**src/rtl/fib_pkg.sv**
```systemverilog
// Shared Fibonacci helpers, widths and FSM encoding for the Fibonacci-coded arithmetic blocks.
// W_MIN/W_MAX bound the operand digit count for which BW-bit arithmetic never wraps.
package fib_pkg;

  localparam int W_MIN = 4;
  localparam int W_MAX = 60;

  typedef enum logic [2:0] {
    IDLE,
    ACC,
    COMBINE,
    CONV,
    DONE
  } state_e;

  // fib(1) = fib(2) = 1
  function automatic logic [63:0] fib(input int n);
    logic [63:0] a;
    logic [63:0] b;
    logic [63:0] t;
    a = 64'd0;
    b = 64'd1;
    for (int i = 0; i < n; i++) begin
      t = a + b;
      a = b;
      b = t;
    end
    return a;
  endfunction

  // ceil(log2(2*F(w+2))) + 1
  function automatic int fib_bw(input int w);
    logic [63:0] v;
    int n;
    v = fib(w + 2) << 1;
    n = 0;
    for (int b = 0; b < 63; b++) begin
      if ((64'd1 << b) < v) n = b + 1;
    end
    return n + 1;
  endfunction

endpackage

```
**src/rtl/fib_addsub_param_if.sv**
```systemverilog
// Start/done handshake and operand/result bundle for the Fibonacci adder/subtractor.
interface fib_addsub_param_if #(
  parameter int W = 32
) ();

  logic         en_sum;
  logic         mode;
  logic [W-1:0] input_i;
  logic [W-1:0] input_j;
  logic [W-1:0] out_sum;
  logic         sum_done;
  logic         busy;
  logic         ovf;
  logic         nonnorm;

  modport master (
    output en_sum, mode, input_i, input_j,
    input  out_sum, sum_done, busy, ovf, nonnorm
  );

  modport slave (
    input  en_sum, mode, input_i, input_j,
    output out_sum, sum_done, busy, ovf, nonnorm
  );

endinterface

```
**src/rtl/zeck_greedy_step.sv**
```systemverilog
// One greedy Zeckendorf digit: emits 1 when the remainder covers the current Fibonacci
// weight, then steps the descending weight pair down by one index.
module zeck_greedy_step #(
  parameter int BW = 8
) (
  input  logic [BW-1:0] r_i,
  input  logic [BW-1:0] g_i,
  input  logic [BW-1:0] gHi_i,
  output logic          digit_o,
  output logic [BW-1:0] r_o,
  output logic [BW-1:0] g_o,
  output logic [BW-1:0] gHi_o
);

  assign digit_o = (r_i >= g_i);
  assign r_o     = digit_o ? (r_i - g_i) : r_i;
  assign g_o     = gHi_i - g_i;
  assign gHi_o   = g_i;

endmodule

```
**src/rtl/fib_addsub_param.sv**
```systemverilog
// Parametrised Fibonacci-coded adder/subtractor: decodes both operands to binary, adds or
// subtracts, then re-encodes greedily into Zeckendorf normal form. Fixed 2W+2 cycle latency.
module fib_addsub_param
  import fib_pkg::*;
#(
  parameter int W = 32
) (
  input  logic                  clk,
  input  logic                  rst,
  fib_addsub_param_if.slave     bus
);

  localparam int              BW     = fib_bw(W);
  localparam int              KW     = $clog2(W);
  localparam logic [KW-1:0]   K_LAST = KW'(W - 1);

  if (W < W_MIN || W > W_MAX) begin : gBadWidth
    $error("fib_addsub_param: W outside legal range");
  end

  state_e         state_q;
  state_e         state_d;
  logic [W-1:0]   opI_q;
  logic [W-1:0]   opJ_q;
  logic           mode_q;
  logic [BW-1:0]  accA_q;
  logic [BW-1:0]  accB_q;
  logic [BW-1:0]  f_q;
  logic [BW-1:0]  fPrev_q;
  logic [BW-1:0]  r_q;
  logic [BW-1:0]  g_q;
  logic [BW-1:0]  gHi_q;
  logic [KW-1:0]  k_q;
  logic           nonnormAcc_q;
  logic           ovfRes_q;
  logic [W-1:0]   z_q;
  logic [W-1:0]   outSum_q;
  logic           sumDone_q;
  logic           ovf_q;
  logic           nonnorm_q;

  logic [BW-1:0]  sumAB;
  logic           digit;
  logic [BW-1:0]  rNext;
  logic [BW-1:0]  gNext;
  logic [BW-1:0]  gHiNext;

  assign sumAB = accA_q + accB_q;

  zeck_greedy_step #(.BW(BW)) uStep (
    .r_i    (r_q),
    .g_i    (g_q),
    .gHi_i  (gHi_q),
    .digit_o(digit),
    .r_o    (rNext),
    .g_o    (gNext),
    .gHi_o  (gHiNext)
  );

  always_ff @(posedge clk or negedge rst) begin
    if (!rst) state_q <= IDLE;
    else      state_q <= state_d;
  end

  always_comb begin
    state_d = state_q;
    unique case (state_q)
      IDLE:    if (bus.en_sum) state_d = ACC;
      ACC:     if (k_q == K_LAST) state_d = COMBINE;
      COMBINE: state_d = CONV;
      CONV:    if (k_q == K_LAST) state_d = DONE;
      DONE:    state_d = IDLE;
      default: state_d = IDLE;
    endcase
  end

  // Operands shift right so digit k is always at bit 0; bit 1 then gives the adjacency test.
  always_ff @(posedge clk or negedge rst) begin
    if (!rst) begin
      opI_q        <= '0;
      opJ_q        <= '0;
      mode_q       <= 1'b0;
      accA_q       <= '0;
      accB_q       <= '0;
      f_q          <= '0;
      fPrev_q      <= '0;
      r_q          <= '0;
      g_q          <= '0;
      gHi_q        <= '0;
      k_q          <= '0;
      nonnormAcc_q <= 1'b0;
      ovfRes_q     <= 1'b0;
      z_q          <= '0;
    end else begin
      unique case (state_q)
        IDLE: begin
          if (bus.en_sum) begin
            opI_q        <= bus.input_i;
            opJ_q        <= bus.input_j;
            mode_q       <= bus.mode;
            accA_q       <= '0;
            accB_q       <= '0;
            f_q          <= BW'(1);
            fPrev_q      <= BW'(1);
            k_q          <= '0;
            nonnormAcc_q <= 1'b0;
          end
        end
        ACC: begin
          accA_q       <= accA_q + (opI_q[0] ? f_q : '0);
          accB_q       <= accB_q + (opJ_q[0] ? f_q : '0);
          f_q          <= f_q + fPrev_q;
          fPrev_q      <= f_q;
          opI_q        <= opI_q >> 1;
          opJ_q        <= opJ_q >> 1;
          nonnormAcc_q <= nonnormAcc_q | (opI_q[0] & opI_q[1]) | (opJ_q[0] & opJ_q[1]);
          k_q          <= (k_q == K_LAST) ? '0 : k_q + 1'b1;
        end
        COMBINE: begin
          if (!mode_q) begin
            r_q      <= sumAB;
            ovfRes_q <= (sumAB >= f_q);
          end else begin
            r_q      <= (accA_q < accB_q) ? '0 : (accA_q - accB_q);
            ovfRes_q <= (accA_q < accB_q);
          end
          g_q   <= fPrev_q;
          gHi_q <= f_q;
          k_q   <= '0;
        end
        CONV: begin
          r_q   <= rNext;
          g_q   <= gNext;
          gHi_q <= gHiNext;
          z_q   <= {z_q[W-2:0], digit & ~ovfRes_q};
          k_q   <= (k_q == K_LAST) ? '0 : k_q + 1'b1;
        end
        default: ;
      endcase
    end
  end

  always_ff @(posedge clk or negedge rst) begin
    if (!rst) begin
      outSum_q  <= '0;
      sumDone_q <= 1'b0;
      ovf_q     <= 1'b0;
      nonnorm_q <= 1'b0;
    end else begin
      sumDone_q <= (state_q == DONE);
      if (state_q == DONE) begin
        outSum_q  <= z_q;
        ovf_q     <= ovfRes_q;
        nonnorm_q <= nonnormAcc_q;
      end
    end
  end

  assign bus.out_sum  = outSum_q;
  assign bus.sum_done = sumDone_q;
  assign bus.busy     = (state_q != IDLE);
  assign bus.ovf      = ovf_q;
  assign bus.nonnorm  = nonnorm_q;

endmodule

```
**src/flat_wrapper.sv**
```systemverilog
// flat-port wrapper written by rule: the top's interface ports become plain ports
module fib_addsub_param_flat import fib_pkg::*;
#(
  parameter int W = 32
)
  (clk, rst, bus_en_sum, bus_mode, bus_input_i, bus_input_j, bus_out_sum, bus_sum_done, bus_busy, bus_ovf, bus_nonnorm);
  fib_addsub_param_if #(.W(W)) bus_i ();
  input  logic clk;
  input  logic rst;
  input wire logic [$bits(bus_i.en_sum)-1:0] bus_en_sum;
  input wire logic [$bits(bus_i.mode)-1:0] bus_mode;
  input wire logic [$bits(bus_i.input_i)-1:0] bus_input_i;
  input wire logic [$bits(bus_i.input_j)-1:0] bus_input_j;
  output wire logic [$bits(bus_i.out_sum)-1:0] bus_out_sum;
  output wire logic [$bits(bus_i.sum_done)-1:0] bus_sum_done;
  output wire logic [$bits(bus_i.busy)-1:0] bus_busy;
  output wire logic [$bits(bus_i.ovf)-1:0] bus_ovf;
  output wire logic [$bits(bus_i.nonnorm)-1:0] bus_nonnorm;
  assign bus_i.en_sum = bus_en_sum;
  assign bus_i.mode = bus_mode;
  assign bus_i.input_i = bus_input_i;
  assign bus_i.input_j = bus_input_j;
  assign bus_out_sum = bus_i.out_sum;
  assign bus_sum_done = bus_i.sum_done;
  assign bus_busy = bus_i.busy;
  assign bus_ovf = bus_i.ovf;
  assign bus_nonnorm = bus_i.nonnorm;
  fib_addsub_param #(.W(W)) u_core (.clk(clk), .rst(rst), .bus(bus_i));
endmodule
```
**config.mk**
```make
export PLATFORM = sky130hd
export DESIGN_NAME = fib_addsub_param_flat
export DESIGN_NICKNAME = d
export VERILOG_FILES = /design/src/rtl/fib_pkg.sv /design/src/rtl/fib_addsub_param_if.sv /design/src/rtl/zeck_greedy_step.sv /design/src/rtl/fib_addsub_param.sv /design/src/flat_wrapper.sv
export SDC_FILE = /design/constraint.sdc
export NUM_CORES = 1
export LEC_CHECK = 0
export CAP_MARGIN = 20
export CORE_MARGIN = 1
export CORE_UTILIZATION = 35
export CTS_CLUSTER_DIAMETER = 200
export DETAILED_ROUTE_END_ITERATION = 8
export SLEW_MARGIN = 20
export SYNTH_ARGS = -nofsm -noshare
export SYNTH_HDL_FRONTEND = slang
export SYNTH_HIERARCHICAL = 1
export SYNTH_SLANG_ARGS = --single-unit
```
**constraint.sdc**
```tcl
create_clock -name clk -period 10.6 [get_ports clk]
set_input_delay 2.12 -clock clk [delete_from_list [all_inputs] [get_ports clk]]
set_output_delay 2.12 -clock clk [all_outputs]
set_load 0.1 [all_outputs]
```
==> results of run 1 <==
sequential cells by signal (all words and copies together) (netlist names), 32 cells and up:
register / flops
u_core/opJ_q: 32
u_core/bus.out_sum: 32
u_core/z_q: 32
u_core/opI_q: 32
metrics by stage:
stage          cells  utilization (%)  cell area (µm²)  hold slack, ns  setup WS [ns]
2_1_floorplan   2680                -            22900           0.450           6.91
3_5_place_dp    3501             37.9            24500           0.470           6.19
3_3_place_gp    3500             37.8            24400           0.467           6.28
4_1_cts         3569             40.0            25800           0.483           5.67
5_1_grt         3569             40.0            25800           0.507           5.63
6_report        3569             40.0            25800           0.477           5.70
layer usage:
layer | track usage [%] | share of wire (%) | vias to the layer above
met4 | 4.52 | 2.0 | 0
met5 | 0 | 0 | -
li1 | - | - | 9510
met3 | 2.27 | 4.0 | 85
met1 | 25.6 | 48 | 9421
met2 | 30.3 | 46 | 431
cell usage after synthesis (33+ instances only):
| master | instances |
|---|---|
| mux2i_1 | 56 |
| xnor2_1 | 87 |
| mux2_2 | 65 |
| a21oi_1 | 169 |
| xor2_1 | 52 |
| nand3_1 | 83 |
| dfrtp_1 | 317 |
| nand2_1 | 330 |
| a21o_1 | 63 |
| inv_1 | 131 |
| nor2_1 | 246 |
| ha_1 | 197 |
| nor3_1 | 33 |
| o21ai_0 | 237 |
| a31oi_1 | 78 |
| clkbuf_1 | 106 |
worst max-delay path: cells and delay by family, from the launching register on:
family	cells	cell delay, ns
DFF	1	0.60
and+or+nand+nor	1	0.48
buffers and inverters	2	1.14
kinds of logic after synthesis:
family                   Yosys count  share of synthesized area, %
multiplexers                     123                          5.78
adder cells (fa/ha/maj)          204                          11.4
AO/OA/AOI/OAI                    773                          21.4
flip-flops                       317                          34.6
XOR/XNOR                         139                          5.32
buffers and inverters            288                          5.35
AND/OR/NAND/NOR                  836                          16.1
worst min-delay path by stage:
stage | endpoint | cells after the start | from
6_report | u_core/gHi_q[0]$_DFFE_PN0P_ | 2 | u_core/gHi_q[0]$_DFFE_PN0P_
5_1_grt | u_core/gHi_q[4]$_DFFE_PN0P_ | 2 | u_core/gHi_q[4]$_DFFE_PN0P_
4_1_cts | u_core/gHi_q[0]$_DFFE_PN0P_ | 2 | u_core/gHi_q[0]$_DFFE_PN0P_
3_5_place_dp | u_core/gHi_q[0]$_DFFE_PN0P_ | 2 | u_core/gHi_q[0]$_DFFE_PN0P_
3_3_place_gp | u_core/gHi_q[0]$_DFFE_PN0P_ | 2 | u_core/gHi_q[0]$_DFFE_PN0P_
2_1_floorplan | u_core/gHi_q[0]$_DFFE_PN0P_ | 2 | u_core/gHi_q[0]$_DFFE_PN0P_
cell type report:
cell class	instances	area, µm²
Fill cell	6377	38700
Multi-Input combinational cell	2075	13800
Sequential cell	317	7940
Timing Repair Buffer	120	1180
Clock buffer	55	1120
Tap cell	855	1070
Inverter	134	505
Clock inverter	13	258
placed cells by master (no fill, tap or decap), drive strengths merged, types with 11 or more instances in the layout:
| cell | instances |
|---|---|
| a211oi | 17 |
| a21o | 64 |
| a21oi | 171 |
| a31oi | 79 |
| and3 | 28 |
| buf | 18 |
| clkbuf | 55 |
| clkdlybuf4s50 | 102 |
| dfrtp | 317 |
| ha | 197 |
| inv | 133 |
| mux2 | 67 |
| mux2i | 56 |
| nand2 | 330 |
| nand2b | 21 |
| nand3 | 83 |
| nand4 | 14 |
| nor2 | 248 |
| nor2b | 24 |
| nor3 | 34 |
| o211ai | 12 |
| o21a | 24 |
| o21ai | 242 |
| o21bai | 23 |
| o31ai | 31 |
| or3 | 11 |
| xnor2 | 87 |
| xor2 | 52 |
==> results_dict.tcl, run 1 <==
set metrics [dict create \
    setup_viol 0 \
    yosys.area.top_type "dfrtp_1" \
    htree_levels 2 \
    routedWlPerCell_um 17.5 \
    drive_gt1_share_pct 7.15 \
    tns_ns 0 \
    worstPathArrival_ns 2.78 \
    area_growth_syn_to_layout_pct 12.8 \
    antenna_found_initial 0 \
    finalCriticalPeriod_ns 4.90 \
    synth_seq_cells 317 \
    crit_start "u_core/state_q[0]$_DFFE_PN0P_" \
    drt-initial-drc-count 1421 \
    r2r-end "u_core/ovfRes_q$_DFFE_PN0N_" \
    route.detailed.drc 0 \
    synth-main-ff-cell "dfrtp_1" \
    relSlewSlack_pct 30.7 \
    rows 93 \
    cp-endpoint "bus_busy" \
    final_max_slew_viol_count 0 \
    drt_wl_total_um 62500 \
    cts_buffers 39 \
    synth_seq_area_share_pct 34.6 \
    reg2reg_depth 16 \
    cp-start-kind "flop" \
    cts_setup_buffers 0 \
    yosysWarnings 6 \
    fin_crit_sh_pct 46.3 \
    cts_hold_buf 0 \
    dieHeight_um 258 \
    cts_tree "yes" \
    grt_pass1_vias 18600 \
    critPathCaptureType "output pin" \
    regToRegSetupSlack_ns 6.18 \
    worstPathRequired_ns 8.48 \
    async_reset_ff_share_pct 100 \
    cts_resized 0 \
    synth.top_cell.area_share_pct 34.6 \
    n_antenna_cell 0 \
    ant_nets 0 \
    gp_congestion 0.917 \
    overflow 0 \
    rsz0062_at_grt "no" \
    outcome "finished clean" \
    syn_nets 2952 \
    clock_latency_ns 0.57 \
    final_nets 2959 \
    fin_skew_ns 0.0167 \
    viasPerCell 5.45 \
    core_area_um2 64600 \
    worstPathCellList "nor3_1 > inv_1 > clkdlybuf4s50_1" \
    num_io_pins 104 \
    synth_edf_count 0 \
    grt_pass1_wl_um 99800 \
    syn_area_um2 22900 \
    clock_path_buffers 3 \
    finalHoldViolCount 0 \
    numPortBuffers 103 \
    maxCapViolCount 0 \
    worstPathMaxFanout 24 \
    timing.rr.start "u_core/accB_q[2]$_DFFE_PN0P_" \
    synth_area_leaders "dfrtp_1 35%, ha_1 11%, nand2_1 5.4%" \
    first_pass_iters 5 \
    synth_cells 2680 \
    num_vias 19400 \
    cp_slowest_cell "clkdlybuf4s50_1" \
    numClockSinks 317 \
    track_usage_pct 18.4 \
    clkTransAtPathRegs_ns 0.06 \
    dieArea_um2 66500 \
    cts-root-buf "clkbuf_16" \
    synth_cell_type_count 92 \
    die_x_um 258 \
    worst-setup-path-type "reg2out" \
    max_freq_ghz 0.204 \
    worst_path_largest_cell_delay_ns 1.00 \
    initial_core_util_pct 35.5 \
    grt_max_degree 123 \
    dp_hpwl_um 45800 \
    hold_class "reg2reg" \
    syn_area_per_cell_um2 8.55 \
    worstMarginPinSlew_ns 1.04 \
]
Power of run 1 is not shown: default switching activity piles up to over one toggle a cycle in this logic, so the estimate is an artifact.
==> run 2, diff against run 1 <==
==> constraint.sdc (replaced) <==
create_clock -name clk -period 4.8 [get_ports clk]
set_input_delay 0.96 -clock clk [delete_from_list [all_inputs] [get_ports clk]]
set_output_delay 0.96 -clock clk [all_outputs]
set_load 0.1 [all_outputs]
==> run 2 against run 1 <==
Net effect: die area unchanged; clock-buffer cell count decreased by 4; critical path depth grew 13; highest routed layer unchanged.
==> results_dict.tcl, run 2 (same netlist as run 1, synthesis figures left out) <==
set metrics [dict create \
    route.detailed.drc 0 \
    clkTransAtPathRegs_ns 0.05 \
    critPathCaptureType "flop" \
    final_common_cell "nand2_1" \
    worstPathMaxFanout 8 \
    setup_viol 0 \
    dieArea_um2 66500 \
    tns_ns 0 \
    rows 93 \
    drive_gt1_share_pct 7.49 \
    ant_nets 0 \
    num_vias 19500 \
    grt_max_degree 104 \
    numClockSinks 317 \
    worstPathCellList "inv_1 > ha_1 > o21bai_1 > a211oi_1 > nor4b_1 > o31ai_1 > and2_1 > o21ai_0 > a2111o_1 > a21oi_1 > xor2_1 > ha_1 > o31ai_1 > o21ai_0 > and3_1 > a32o_1" \
    cts_resized 0 \
    place_ws_ns 0.415 \
    nFillCells 6368 \
    grt_pass1_wl_um 102000 \
    fin_skew_ns 0.0292 \
    core_area_um2 64600 \
    drt-initial-drc-count 1362 \
    n_antenna_cell 0 \
    outcome "finished clean" \
    cp_slowest_cell "o31ai_1" \
    initial_core_util_pct 35.5 \
    finalHoldViolCount 0 \
    antenna_found_initial 0 \
    worstPathRequired_ns 5.25 \
    maxCapViolCount 0 \
    cts_setup_buffers 0 \
    dp_hpwl_um 46500 \
    timing.rr.start "u_core/accB_q[2]$_DFFE_PN0P_" \
    rsz0062_at_grt "no" \
    fin_ws_ns 0.376 \
    viasPerCell 5.46 \
    grt_pass1_vias 19200 \
    fin_area_um2 25900 \
    drt_wl_total_um 62800 \
    finish.utilization_pct 40.1 \
    worst-setup-path-type "reg2reg" \
    place_area_um2 24600 \
    num_io_pins 104 \
    overflow 0 \
    crit_start "u_core/accB_q[2]$_DFFE_PN0P_" \
    final_cell_mix "329 x nand2_1, 316 x dfrtp_1, 244 x nor2_1" \
    numPortBuffers 103 \
    relSlewSlack_pct 31.2 \
    dieHeight_um 258 \
    clock_latency_ns 0.59 \
    max_freq_ghz 0.226 \
    finalCriticalPeriod_ns 4.42 \
    clock_path_buffers 3 \
    hold_class "in2async" \
    final_nets 2969 \
    cp-start-kind "flop" \
    track_usage_pct 18.7 \
    worst_path_largest_cell_delay_ns 0.45 \
    cts-root-buf "clkbuf_16" \
    die_x_um 258 \
    worstPathArrival_ns 4.87 \
    cts_buffers 39 \
    routedWlPerCell_um 17.6 \
    cts_hold_buf 0 \
    gp_congestion 0.917 \
    cts_tree "yes" \
    first_pass_iters 6 \
    worstMarginPinSlew_ns 1.03 \
    final_max_slew_viol_count 0 \
    fin_crit_sh_pct 92.2 \
    area_growth_syn_to_layout_pct 13.2 \
    htree_levels 2 \
]
[run 2: final timing paths]
path | endpoint | slack [ns] | depth (start not counted)
hold reg to reg | u_core/gHi_q[21]$_DFFE_PN0P_ | 0.48 | 2
setup reg to reg | u_core/ovfRes_q$_DFFE_PN0N_ | 0.38 | 16
hold / removal | u_core/bus.out_sum[8]$_DFFE_PN0P_ | 0.43 | 1
max in group asynchronous | u_core/opI_q[9]$_DFFE_PN0P_ | 3.22 | 2
setup / recovery | u_core/ovfRes_q$_DFFE_PN0N_ | 0.38 | 16
min in group clk | u_core/gHi_q[21]$_DFFE_PN0P_ | 0.48 | 2
[run 2: worst max-delay path: cells and delay by family, from the launching register on]
kind | cells | cell delay (ns)
compound gates | 9 | 2.36
xor+xnor | 1 | 0.17
fa+ha+maj | 2 | 0.67
buf+inv | 1 | 0.06
flops | 1 | 0.40
simple gates | 3 | 0.62
[run 2: metrics by stage]
step,hold WS (ns),std cells
floorplan,0.450,2680
global placement,0.465,3511
detailed placement,0.474,3511
CTS,0.473,3578
global route,0.507,3578
finish,0.429,3578
[run 2: cell type report]
| type | count | area, µm² | area share [%] |
|---|---|---|---|
| multi-input cells | 2075 | 13800 | 53.1 |
| clock buffers | 51 | 1070 | 4.13 |
| repair buffers | 130 | 1280 | 4.92 |
| clock inverters | 16 | 292 | 1.12 |
| flip-flops and latches | 317 | 7940 | 30.6 |
| inverters | 134 | 505 | 1.95 |
| well taps | 855 | 1070 | 4.13 |
[run 2: metal layers]
metal	GRT usage, %	wire, µm
met3	2.48	2710
met2	30.2	28700
met5	0	0
met4	6.08	1900
met1	25.8	29600
Power of run 2 is left out for the same reason.
